===== src/rtl/illm_reorder_fsm_p_if.sv =====
// Handshake bundle for the N-lane reorder stage: joined input side (a_*),
// per-lane holding-slot output side (b_*) and the permutation select.
interface illm_reorder_fsm_p_if #(
    parameter int N = 8,
    parameter int W = 16
);
    logic [N*W-1:0] a_d;
    logic [N-1:0]   a_v;
    logic [N-1:0]   a_e;
    logic [N-1:0]   a_b;
    logic [1:0]     mode;
    logic [N*W-1:0] b_d;
    logic [N-1:0]   b_v;
    logic [N-1:0]   b_e;
    logic [N-1:0]   b_b;

    modport master (
        output a_d, a_v, a_e, mode, b_b,
        input  a_b, b_d, b_v, b_e
    );

    modport slave (
        input  a_d, a_v, a_e, mode, b_b,
        output a_b, b_d, b_v, b_e
    );
endinterface


===== src/rtl/illm_reorder_fsm_p.sv =====
// Joint-firing N-lane stream stage: joins one token per lane, permutes lanes,
// loads N independently drained holding slots, tracks EOS alignment and counts.
module illm_reorder_fsm_p #(
    parameter int N     = 8,
    parameter int W     = 16,
    parameter int CNT_W = 16
) (
    input  logic                  clock,
    input  logic                  reset,
    illm_reorder_fsm_p_if.slave   bus,
    output logic                  statecase,
    output logic [CNT_W-1:0]      tok_count,
    output logic                  err
);
    localparam int unsigned NU = N;

    typedef enum logic [1:0] {
        S_RUN,
        S_DRAIN,
        S_ERROR
    } state_t;

    state_t             state_q, state_d;
    logic [CNT_W-1:0]   tok_q, tok_d;
    logic               err_q, err_d;
    logic [N-1:0]       b_v_q, b_v_d;
    logic [N-1:0]       b_e_q, b_e_d;
    logic [N*W-1:0]     b_d_q, b_d_d;

    logic [N-1:0]       frees;
    logic               fire;
    logic               all_e;
    logic               no_e;
    logic               mixed;
    logic               load;
    int unsigned        src;

    always_ff @(posedge clock or negedge reset) begin
        if (!reset) begin
            state_q <= S_RUN;
            tok_q   <= '0;
            err_q   <= 1'b0;
            b_v_q   <= '0;
            b_e_q   <= '0;
            b_d_q   <= '0;
        end else begin
            state_q <= state_d;
            tok_q   <= tok_d;
            err_q   <= err_d;
            b_v_q   <= b_v_d;
            b_e_q   <= b_e_d;
            b_d_q   <= b_d_d;
        end
    end

    always_comb begin
        state_d = state_q;
        tok_d   = tok_q;
        err_d   = err_q;
        b_v_d   = b_v_q;
        b_e_d   = b_e_q;
        b_d_d   = b_d_q;
        src     = 0;

        for (int unsigned j = 0; j < NU; j++) begin
            if (b_v_q[j] && !bus.b_b[j]) begin
                b_v_d[j] = 1'b0;
                b_e_d[j] = 1'b0;
            end
        end

        // A load overrides the drain above, so a slot drained and refilled in
        // the same cycle keeps b_v high with no bubble.
        if (load) begin
            for (int unsigned j = 0; j < NU; j++) begin
                case (bus.mode)
                    2'd1:    src = NU - 1 - j;
                    2'd2:    src = (j % 2 == 0) ? (j / 2) : (NU - 1 - j / 2);
                    default: src = j;
                endcase
                b_d_d[j*W +: W] = bus.a_d[src*W +: W];
                b_e_d[j]        = bus.a_e[src];
                b_v_d[j]        = 1'b1;
            end
        end

        case (state_q)
            S_RUN: begin
                if (fire) begin
                    if (mixed) begin
                        err_d   = 1'b1;
                        state_d = S_ERROR;
                    end else if (all_e) begin
                        tok_d   = '0;
                        state_d = S_DRAIN;
                    end else if (tok_q != '1) begin
                        tok_d = tok_q + CNT_W'(1);
                    end
                end
            end
            S_DRAIN: begin
                if (b_v_q == '0) begin
                    state_d = S_RUN;
                end
            end
            S_ERROR: begin
                state_d = S_ERROR;
            end
            default: begin
                state_d = S_RUN;
            end
        endcase
    end

    always_comb begin
        frees     = ~b_v_q | ~bus.b_b;
        all_e     = &bus.a_e;
        no_e      = ~|bus.a_e;
        mixed     = !all_e && !no_e;
        // Gating with reset keeps a_b all-ones for the whole reset assertion.
        fire      = reset && (state_q == S_RUN) && (&bus.a_v) && (&frees);
        load      = fire && !mixed;
        bus.a_b   = ~{N{fire}};
        statecase = load;
        bus.b_v   = b_v_q;
        bus.b_e   = b_e_q;
        bus.b_d   = b_d_q;
        tok_count = tok_q;
        err       = err_q;
    end
endmodule


===== src/flat_wrapper.sv =====
// flat-port wrapper written by rule: the top's interface ports become plain ports
module illm_reorder_fsm_p_flat 
#(
    parameter int N     = 8,
    parameter int W     = 16,
    parameter int CNT_W = 16
)
  (clock, reset, statecase, tok_count, err, bus_a_d, bus_a_v, bus_a_e, bus_mode, bus_b_b, bus_a_b, bus_b_d, bus_b_v, bus_b_e);
  illm_reorder_fsm_p_if #(.N(N), .W(W)) bus_i ();
  input  logic clock;
  input  logic reset;
  output logic statecase;
  output logic [CNT_W-1:0] tok_count;
  output logic err;
  input wire logic [$bits(bus_i.a_d)-1:0] bus_a_d;
  input wire logic [$bits(bus_i.a_v)-1:0] bus_a_v;
  input wire logic [$bits(bus_i.a_e)-1:0] bus_a_e;
  input wire logic [$bits(bus_i.mode)-1:0] bus_mode;
  input wire logic [$bits(bus_i.b_b)-1:0] bus_b_b;
  output wire logic [$bits(bus_i.a_b)-1:0] bus_a_b;
  output wire logic [$bits(bus_i.b_d)-1:0] bus_b_d;
  output wire logic [$bits(bus_i.b_v)-1:0] bus_b_v;
  output wire logic [$bits(bus_i.b_e)-1:0] bus_b_e;
  assign bus_i.a_d = bus_a_d;
  assign bus_i.a_v = bus_a_v;
  assign bus_i.a_e = bus_a_e;
  assign bus_i.mode = bus_mode;
  assign bus_i.b_b = bus_b_b;
  assign bus_a_b = bus_i.a_b;
  assign bus_b_d = bus_i.b_d;
  assign bus_b_v = bus_i.b_v;
  assign bus_b_e = bus_i.b_e;
  illm_reorder_fsm_p #(.N(N), .W(W), .CNT_W(CNT_W)) u_core (.clock(clock), .reset(reset), .bus(bus_i), .statecase(statecase), .tok_count(tok_count), .err(err));
endmodule

===== config.mk =====
export PLATFORM = sky130hd
export DESIGN_NAME = illm_reorder_fsm_p_flat
export DESIGN_NICKNAME = d
export VERILOG_FILES = /design/src/rtl/illm_reorder_fsm_p_if.sv /design/src/rtl/illm_reorder_fsm_p.sv /design/src/flat_wrapper.sv
export SDC_FILE = /design/constraint.sdc
export NUM_CORES = 1
export LEC_CHECK = 0
export ABC_AREA = 1
export CORE_AREA = 8 8 220 117
export CTS_BUF_LIST = sky130_fd_sc_hd__clkbuf_4 sky130_fd_sc_hd__clkbuf_8
export DETAILED_ROUTE_END_ITERATION = 10
export DIE_AREA = 0 0 228 125
export PLACE_DENSITY = 0.76
export RECOVER_POWER = 25
export SLEW_MARGIN = 0
export SYNTH_ARGS = -nofsm -noshare
export SYNTH_HDL_FRONTEND = slang
export SYNTH_SLANG_ARGS = --single-unit

===== constraint.sdc =====
create_clock -name clock -period 3 [get_ports clock]
set_clock_uncertainty 0.2 [all_clocks]
set_input_delay 0.45 -clock clock [delete_from_list [all_inputs] [get_ports clock]]
set_output_delay 0.45 -clock clock [all_outputs]
set_load 0.005 [all_outputs]

==> impl_metrics.yaml, run 1 <==
yosys:
  synth_cell_types: 35
  avgSynthCellArea_um2: 6.99
  synth_ff_type: "dfrtp_1"
  syn-cell-area_um2: 9990
  synthAdderAreaFrac_pct: 0.251
  synthCells: 1429
  synthTopCellsByCount: "nand2_1, o21ai_0, dfrtp_1"
  synth-compound-area-share_pct: 21.4
  synth_top_family_by_area: "simple AND/OR/NAND/NOR gates"
  synth.most_common_cell: "nand2_1"
  synth_edf_count: 0
  yosysTopAreaCellShare_pct: 40.8
  synthMuxAreaShare_pct: 0.200
  synth_fp_nets: 1587
  yosysTopAreaCell: "dfrtp_1"
  yosys_warnings: 0
  async_flop_share_pct: 100
  synth-seq-area-share_pct: 40.8
  synth_xor_xnor_area_share_pct: 0.438
  ys_ff_latch: 163
  synth.area.top_cells: "dfrtp_1, nand2_1, o21ai_0"
  synthSimpleGateAreaFrac_pct: 27.3
cells_and_area:
  fin_cells: 2029
  postLayoutCoreUtil_pct: 59.9
  multi_input_area_um2: 4980
  antenna_cells: 0
  seq_area_um2: 4080
  fin_area_um2: 13800
  syn2layout_area_growth_pct: 38.1
  fin_nets: 1859
  fillers: 2140
  drive_gt1_share_pct: 7.35
clocking:
  clockRootBuffer: "clkbuf_8"
  cts_sinks: 163
  cts.clk_slew.worst_paths_ns: 0.09
  cts_buffers: 17
  cts_tree: "built"
  clockBufferDepth: 2
  clock_latency_ns: 0.48
  cts_max_level: 4
worst_setup_path:
  worst_setup_path_start_kind: "primary input"
  slowest_delay_ns: 0.55
  crit_chain: "dlygate4sd3_1, buf_6, nand2_1, a21oi_1, nand3_1, nor2_4, inv_4, clkdlybuf4s50_1"
  cp_top_family: "buffers and inverters"
  worstSetupPathType: "in -> out"
  crit_fanout: 8
  cp-end-kind: "primary output"
  critPathRequiredTime_ns: 2.35
  arrival_ns: 2.24
  cp_slowest_cell: "dlygate4sd3_1"
  path_buf_inv: 4
drt:
  via_per_inst: 5.25
  wl_um: 38400
  ant_nets: 0
  drc_errors: 0
  wl_per_cell_um: 18.9
  first_pass_iters: 6
  first_iter_violations: 1181
  dr_total_vias: 10700
timing:
  tns_ns: 0
  setup_viol: 0
  timing.final.crit_share_pct: 96.2
  grt_setup_unrepaired: "false"
  final_max_slew_viol_count: 164
  slew_headroom_pct: -2.80
  hold_viol: 0
  fin_ws_ns: 0.113
  max_freq_mhz: 346
  min_period_ns: 2.89
  max_slew.worst_pin.slew_ns: 1.54
pwr:
  clkPwrFrac_pct: 34.2
  power_density_nw_per_um2: 353
  p_sw_share_pct: 30.9
  p_seq_share_pct: 45.8
  combPwrFrac_pct: 20.1
  ir_worst_vdd_mv: 0.269
  power.internal_w: 0.00336
  p_leak_nw: 6.62
  switchingPower_w: 0.00150
floorplan:
  die_w_um: 228
  coreArea_um2: 23000
  dieArea_um2: 28500
  die_h_um: 125
  initial_core_util_pct: 43.4
  ios: 326
  rows: 40
place:
  port_buffers: 325
  pre_cts_slack_ns: 0.191
  dp_hpwl_um: 28900
  dp.cells: 1993
  placed_cell_area_um2: 13400
  routabilityCongestion: 0.932
status:
  outcome: "finished with violations"
  violations: "max-capacitance violations, max-slew violations"
hold_path:
  min_path_type: "reg -> reg"
global_route:
  grt_pass1_vias: 9920
  grt_max_degree: 164
  grt_use_total_pct: 26.2
  overflow: 0
  antenna_found_initial: 0
  grt_pass1_wl_um: 59000
job:
  max_cap_viol_count: 1
[cell usage in the layout (no fill, tap or decap), drive strengths merged]
| cell | count |
|---|---|
| clkinvlp | 6 |
| o211ai | 4 |
| clkdlybuf4s50 | 322 |
| o22ai | 16 |
| mux2i | 2 |
| nand2 | 537 |
| o31ai | 1 |
| nand4 | 8 |
| o32ai | 12 |
| o21bai | 4 |
| buf | 24 |
| bufinv | 2 |
| dlymetal6s2s | 2 |
| nand3 | 23 |
| nor3 | 3 |
| nor3b | 1 |
| xor2 | 3 |
| a21o | 1 |
| xnor2 | 2 |
| o21ai | 286 |
| ha | 2 |
| a21oi | 43 |
| clkbuf | 18 |
| nor2 | 119 |
| nand3b | 1 |
| dfrtp | 163 |
| inv | 104 |
| clkinv | 4 |
| dlygate4sd3 | 1 |
[final timing paths]
check                                    from             endpoint  slack, ns  cells past startpoint
setup / recovery                        reset           bus_a_b[5]       0.11                      8
hold / removal             u_core.bus.b_d[75]   u_core.bus.b_d[75]       0.28                      2
setup reg to reg            u_core.bus.b_v[4]   u_core.bus.b_d[16]       0.74                      9
hold reg to reg            u_core.bus.b_d[75]   u_core.bus.b_d[75]       0.28                      2
max in group asynchronous               reset  u_core.bus.b_d[100]       0.80                      3
min in group asynchronous               reset    u_core.bus.b_e[1]       0.77                      3
[layer usage]
layer	vias to the layer above	part of all wire (%)	global-route usage [%]
li1	5144	-	-
met1	4962	45	36.5
met2	496	42	37.5
met3	54	11	10.7
met4	0	1.9	6.16
met5	-	0	0
[flip-flops by register name (all words and copies together), names as in the netlist]
register	flops
u_core.state_q	2
u_core.err	1
u_core.bus.b_d	128
u_core.tok_count	16
u_core.bus.b_e	8
u_core.bus.b_v	8
[per-stage QoR]
stage	hold WS, ns	total power, W
finish	0.285	0.00486
global route	0.299	0.00509
CTS	0.288	0.00490
detailed placement	0.264	0.00323
global placement	0.264	0.00323
floorplan	-0.0456	0.00278
[power groups by stage]
| stage | Combinational, W | Clock, W | Sequential [W] |
|---|---|---|---|
| 3_5_place_dp | 0.000961 | 0 | 0.00227 |
| 2_1_floorplan | 0.000509 | 0 | 0.00227 |
| 4_1_cts | 0.000966 | 0.00171 | 0.00223 |
| 6_report | 0.000975 | 0.00166 | 0.00223 |
| 3_3_place_gp | 0.000959 | 0 | 0.00227 |
| 5_1_grt | 0.00107 | 0.00179 | 0.00223 |
[layout make-up]
| cell class | instances | share of cell area (%) |
|---|---|---|
| Multi-Input combinational cell | 1068 | 36.1 |
| Sequential cell | 163 | 29.6 |
| Timing Repair Buffer | 350 | 25.8 |
| Tap cell | 315 | 2.86 |
| Inverter | 101 | 2.80 |
| Clock buffer | 17 | 1.70 |
| Clock inverter | 15 | 1.15 |
[worst register-to-register path, stage by stage, from the launching register on]
cell     delay [ns]
dfrtp_1        0.45
nand2_1        0.14
nand2_1        0.10
nor2_1         0.17
nand2_1        0.12
nor2_4         0.25
nand2_8        0.20
buf_4          0.34
nand2_1        0.13
nand2_1        0.05
[what timing repair did]
action | 4_1_cts | 5_1_grt
hold endpoints to repair | 61 | 0
hold buffers | 1 | 0
buffers inserted | 0 | 3
setup endpoints to repair | 0 | 9
resized for setup | 0 | 4
[kinds of logic after synthesis]
kind of cell,after synthesis
multiplexers,2
AO/OA/AOI/OAI,367
adder cells (fa/ha/maj),2
AND/OR/NAND/NOR,692
flip-flops,163
XOR/XNOR,5
buffers and inverters,198
Power figures use the tool's default switching activity.
==> run 2: changes to the inputs <==
--- a/config.mk
+++ b/config.mk
@@ -6,11 +6,11 @@
 export NUM_CORES = 1
 export LEC_CHECK = 0
 export ABC_AREA = 1
-export CORE_AREA = 8 8 220 117
+export CORE_AREA = 8 8 206 110
 export CTS_BUF_LIST = sky130_fd_sc_hd__clkbuf_4 sky130_fd_sc_hd__clkbuf_8
 export DETAILED_ROUTE_END_ITERATION = 10
-export DIE_AREA = 0 0 228 125
-export PLACE_DENSITY = 0.76
+export DIE_AREA = 0 0 214 118
+export PLACE_DENSITY = 0.85
 export RECOVER_POWER = 25
 export SLEW_MARGIN = 0
 export SYNTH_ARGS = -nofsm -noshare
==> run 2 against run 1 <==
Against the previous run: the flow still finishes with violations (max-capacitance violations, max-slew violations); total power about the same; worst hold slack worse by 0.0068 ns; fmax up 0.48%; count of clock-buffer cells in the layout up 5; clock power about the same.
==> impl_metrics.yaml, run 2 (synthesis gave the netlist of run 1 again) <==
status:
  outcome: "finished with violations"
  violations: "max-capacitance violations, max-slew violations"
cells_and_area:
  drive_gt1_share_pct: 7.36
  fillers: 1636
  fin_cells: 1988
  fin_nets: 1858
  syn2layout_area_growth_pct: 37.2
  layout_commonest_cell: "nand2_1"
  largest_reg_flops: 128
  final_cell_mix: "nand2_1, clkdlybuf4s50_1, o21ai_0"
global_route:
  antenna_found_initial: 2
  grt_pass1_wl_um: 59200
  grt_pass1_vias: 10400
  grt_use_total_pct: 29.5
  overflow: 0
  grt_max_degree: 164
worst_setup_path:
  worstSetupPathType: "reg -> out"
  crit_chain: "nor2_4, nand2_1, nor2_1, nand2_1, nor2_4, nand2_4, inv_1, clkdlybuf4s50_1"
  r2r-end: "u_core.bus.b_d[41]"
  path_buf_inv: 2
  cp_slowest_cell: "clkdlybuf4s50_1"
  cp-end-kind: "primary output"
  reg2reg_slack_ns: 0.69
  crit_fanout: 5
  slowest_delay_ns: 0.54
  arrival_ns: 2.22
  worstRegToRegCells: 8
  worst_setup_path_start_kind: "register"
  cp_top_family: "simple AND/OR/NAND/NOR gates"
  r2r_start: "u_core.bus.b_v[6]"
  critPathRequiredTime_ns: 2.35
clocking:
  postCtsSetupRepairBufs: 0
  clockBufferDepth: 2
  cts_max_level: 4
  post_cts_resized: 0
  cts_buffers: 17
  postCtsHoldBufs: 0
  clockRootBuffer: "clkbuf_8"
  cts_tree: "built"
  cts.clk_slew.worst_paths_ns: 0.09
  cts_sinks: 163
  clock_latency_ns: 0.48
timing:
  max_freq_mhz: 348
  hold_viol: 0
  fin_hold_ws_ns: 0.278
  timing.final.crit_share_pct: 95.8
  max_slew.worst_pin.slew_ns: 2.29
  final_max_slew_viol_count: 164
  setup_viol: 0
  slew_headroom_pct: -52.5
  min_period_ns: 2.87
drt:
  first_pass_iters: 6
  via_per_inst: 5.42
  dr_total_vias: 10800
  first_iter_violations: 1274
  wl_per_cell_um: 19.2
  drc_errors: 0
  wl_um: 38100
  ant_nets: 0
place:
  dp_hpwl_um: 28800
  port_buffers: 325
  routabilityCongestion: 0.927
  dp.cells: 1953
floorplan:
  die_h_um: 118
  initial_core_util_pct: 50.3
  coreArea_um2: 19900
  die_w_um: 214
  ios: 326
  dieArea_um2: 25300
  rows: 37
job:
  max_cap_viol_count: 1
hold_path:
  min_from: "u_core.err"
  min_path_type: "reg -> reg"
  min_to: "u_core.err"
  holdPathStages: 1
pwr:
  power_density_nw_per_um2: 355
  p_leak_nw: 6.61
  total_power_w: 0.00486
  ir_worst_vdd_mv: 0.308
==> run 2: cell count changes in the layout (fill, tap and decap cells not counted), sizes merged <==
| cell | delta |
|---|---|
| clkbuf | +5 |
| clkdlybuf4s50 | +2 |
| clkinv | +3 |
| clkinvlp | -4 |
| diode | +2 |
| dlygate4sd3 | -1 |
| dlymetal6s2s | -2 |
| inv | -4 |
==> run 2: final cells by class <==
class | instances | area, um2 | share of cell area, %
repair buffers | 349 | 3530 | 25.8
diodes | 2 | 5.00 | 0.0365
multi-input cells | 1068 | 4980 | 36.3
clock inverters | 10 | 109 | 0.794
clock buffers | 22 | 278 | 2.03
flip-flops and latches | 163 | 4080 | 29.8
well taps | 273 | 342 | 2.49
inverters | 101 | 383 | 2.79
==> run 2: power breakdown <==
part / switching, W / internal, W / total, W
Combinational: 0.000570 / 0.000410 / 0.000980
Sequential: 0.0000176 / 0.00221 / 0.00223
Clock: 0.000861 / 0.000791 / 0.00165
Total: 0.00145 / 0.00341 / 0.00486
==> run 2: how the worst max path moves through the flow <==
| stage | slack (ns) | cells past startpoint | to | start |
|---|---|---|---|---|
| 5_1_grt | -0.0003 | 8 | statecase | u_core.state_q[0] |
| 3_5_place_dp | 0.13 | 9 | u_core.bus.b_d[41] | bus_a_e[4] |
| 4_1_cts | 0.07 | 8 | statecase | u_core.state_q[1] |
| 3_3_place_gp | 0.18 | 9 | statecase | bus_b_b[5] |
| 2_1_floorplan | 0.98 | 7 | statecase | bus_a_e[1] |
| 6_report | 0.13 | 8 | statecase | u_core.state_q[1] |
==> run 2: stage by stage <==
step	setup slack (ns)	util (%)	TNS (ns)	cell area [um2]
after floorplan	0.979	-	0	9990
after global placement	0.183	67.1	0	13300
after detailed placement	0.129	67.1	0	13300
after CTS	0.0654	69.0	0	13700
after global routing	-0.000323	69.0	-0.000323	13700
final	0.127	69.0	0	13700
==> run 2: routing by layer <==
metal / global-route usage, % / vias up / wire, um
met5: 0 / - / 0
met4: 10.6 / 0 / 1110
met3: 13.6 / 77 / 4760
met2: 43.8 / 551 / 16400
met1: 37.4 / 5003 / 15900
li1: - / 5150 / -
==> run 3: changes to the inputs <==
--- a/config.mk
+++ b/config.mk
@@ -7,7 +7,7 @@
 export LEC_CHECK = 0
 export ABC_AREA = 1
 export CORE_AREA = 8 8 206 110
-export CTS_BUF_LIST = sky130_fd_sc_hd__clkbuf_4 sky130_fd_sc_hd__clkbuf_8
+export CTS_BUF_LIST = sky130_fd_sc_hd__clkbuf_8
 export DETAILED_ROUTE_END_ITERATION = 10
 export DIE_AREA = 0 0 214 118
 export PLACE_DENSITY = 0.85
==> run 3 against run 2 <==
Against the previous run: routed wire length is 0.24% higher; total power is 1.2% lower; sequential share of layout area hardly changed; die area stayed put; cell count hardly changed; register-to-register slack hardly changed; count of clock-buffer cells in the layout is 4 lower; worst hold slack hardly changed; non-clock buffer count stayed put; global-route usage hardly changed; the run still ends with max-capacitance violations, max-slew violations left.
==> impl_metrics.yaml, run 3 (synthesis gave the netlist of run 1 again) <==
status:
  outcome: "finished with violations"
  violations: "max-capacitance violations, max-slew violations"
timing:
  setup_viol: 0
  max_slew.worst_pin.slew_ns: 2.30
  max_freq_mhz: 349
  grt_setup_unrepaired: "false"
  hold_viol: 0
  final_max_slew_viol_count: 164
  slew_headroom_pct: -53.0
  timing.final.crit_share_pct: 95.6
  min_period_ns: 2.87
  tns_ns: 0
global_route:
  grt_max_degree: 164
  grt_use_total_pct: 29.6
  antenna_found_initial: 1
  overflow: 0
  grt_pass1_wl_um: 59300
  grt_pass1_vias: 10400
drt:
  wl_met3_um: 4650
  first_iter_violations: 1297
  first_pass_iters: 6
  ant_nets: 0
  wl_met2_um: 16700
  via_per_inst: 5.41
  wl_met1_um: 15900
  wl_per_cell_um: 19.2
  drc_errors: 0
  dr_total_vias: 10700
  wl_um: 38200
  top_layer: "met4"
worst_setup_path:
  crit_fanout: 5
  worstSetupPathType: "reg -> out"
  cp-end-kind: "primary output"
  r2r_start: "u_core.bus.b_v[6]"
  worst_setup_path_start_kind: "register"
  reg2reg_slack_ns: 0.68
  arrival_ns: 2.22
  crit_start: "u_core.state_q[1]"
  critPathRequiredTime_ns: 2.35
clocking:
  cts.clk_slew.worst_paths_ns: 0.09
  cts_tree: "built"
  cts_buffers: 17
  cts_sinks: 163
  cts_max_level: 4
  clockBufferDepth: 2
  clock_latency_ns: 0.48
  clockRootBuffer: "clkbuf_8"
pwr:
  switchingPower_w: 0.00144
  power_density_nw_per_um2: 351
  p_sw_share_pct: 30.0
  ir_worst_vdd_mv: 0.306
  p_leak_nw: 6.61
  p_seq_share_pct: 46.4
  power.internal_w: 0.00336
  combPwrFrac_pct: 20.4
  clkPwrFrac_pct: 33.1
floorplan:
  rows: 37
  initial_core_util_pct: 50.3
  ios: 326
  coreArea_um2: 19900
  dieArea_um2: 25300
  die_h_um: 118
  die_w_um: 214
place:
  port_buffers: 325
  routabilityCongestion: 0.927
  dp.cells: 1953
  dp_hpwl_um: 28800
cells_and_area:
  largest_reg_flops: 128
  final_cell_mix: "nand2_1, clkdlybuf4s50_1, o21ai_0"
  fin_cells: 1987
  fillers: 1646
  layout_commonest_cell: "nand2_1"
  fin_nets: 1858
  drive_gt1_share_pct: 7.12
  syn2layout_area_growth_pct: 37.1
hold_path:
  min_from: "u_core.err"
  min_path_type: "reg -> reg"
job:
  max_cap_viol_count: 1
[run 3: cell types whose count changed in the layout (fill, tap and decap cells not counted)]
cell,previous run,this run
inv_1,98,102
diode_2,2,1
clkbuf_4,5,1
[run 3: worst paths after layout]
| check | endpoint | depth (start not counted) |
|---|---|---|
| min | u_core.err | 1 |
| min reg2reg | u_core.err | 1 |
| min in group asynchronous | u_core.bus.b_d[44] | 2 |
| max | statecase | 8 |
| max reg2reg | u_core.bus.b_d[41] | 8 |
| max in group asynchronous | u_core.bus.b_d[82] | 2 |
[run 3: power by group through the flow]
stage                     logic, W  clock network [W]  registers [W]
after global placement    0.000959                  0        0.00227
after floorplan           0.000509                  0        0.00227
after CTS                 0.000973            0.00162        0.00223
after global routing       0.00109            0.00170        0.00223
final                     0.000981            0.00159        0.00223
after detailed placement  0.000968                  0        0.00227
[run 3: area by class of cell]
| cell class | count | area [um2] | share of cell area [%] |
|---|---|---|---|
| Multi-Input combinational cell | 1068 | 4980 | 36.4 |
| Sequential cell | 163 | 4080 | 29.8 |
| Tap cell | 273 | 342 | 2.50 |
| Timing Repair Buffer | 349 | 3530 | 25.8 |
| Clock inverter | 14 | 124 | 0.905 |
| Inverter | 101 | 383 | 2.80 |
| Antenna cell | 1 | 2.50 | 0.0183 |
| Clock buffer | 18 | 248 | 1.81 |
[run 3: through the flow]
| stage | instance area (um2) | setup slack (ns) | hold WS (ns) | util (%) | power, W |
|---|---|---|---|---|---|
| finish | 13700 | 0.133 | 0.278 | 68.9 | 0.00480 |
| global route | 13700 | 0.00529 | 0.295 | 68.9 | 0.00502 |
| CTS | 13700 | 0.0654 | 0.0102 | 68.9 | 0.00482 |
| detailed placement | 13300 | 0.129 | 0.264 | 67.1 | 0.00324 |
| global placement | 13300 | 0.183 | 0.260 | 67.1 | 0.00323 |
| floorplan | 9990 | 0.979 | -0.0456 | - | 0.00278 |
[run 3: layer usage]
layer,vias up,GRT usage [%]
met3,71,13.3
met5,-,0
met4,0,9.48
met2,511,44.4
li1,5149,-
met1,5018,37.5
[run 3: repair_timing]
| item | CTS | global route |
|---|---|---|
| buffers inserted | 0 | 1 |
| hold buffers | 0 | 0 |
| setup endpoints to repair | 0 | 4 |
| resized for setup | 0 | 0 |
[run 3: critical path, stage by stage (launching register included)]
cell and delay [ns]:
dfrtp_1 0.43, nor2_4 0.20, nand2_1 0.07, nor2_1 0.09
nand2_1 0.10, nor2_4 0.17, nand2_4 0.08, inv_1 0.06
clkdlybuf4s50_1 0.54
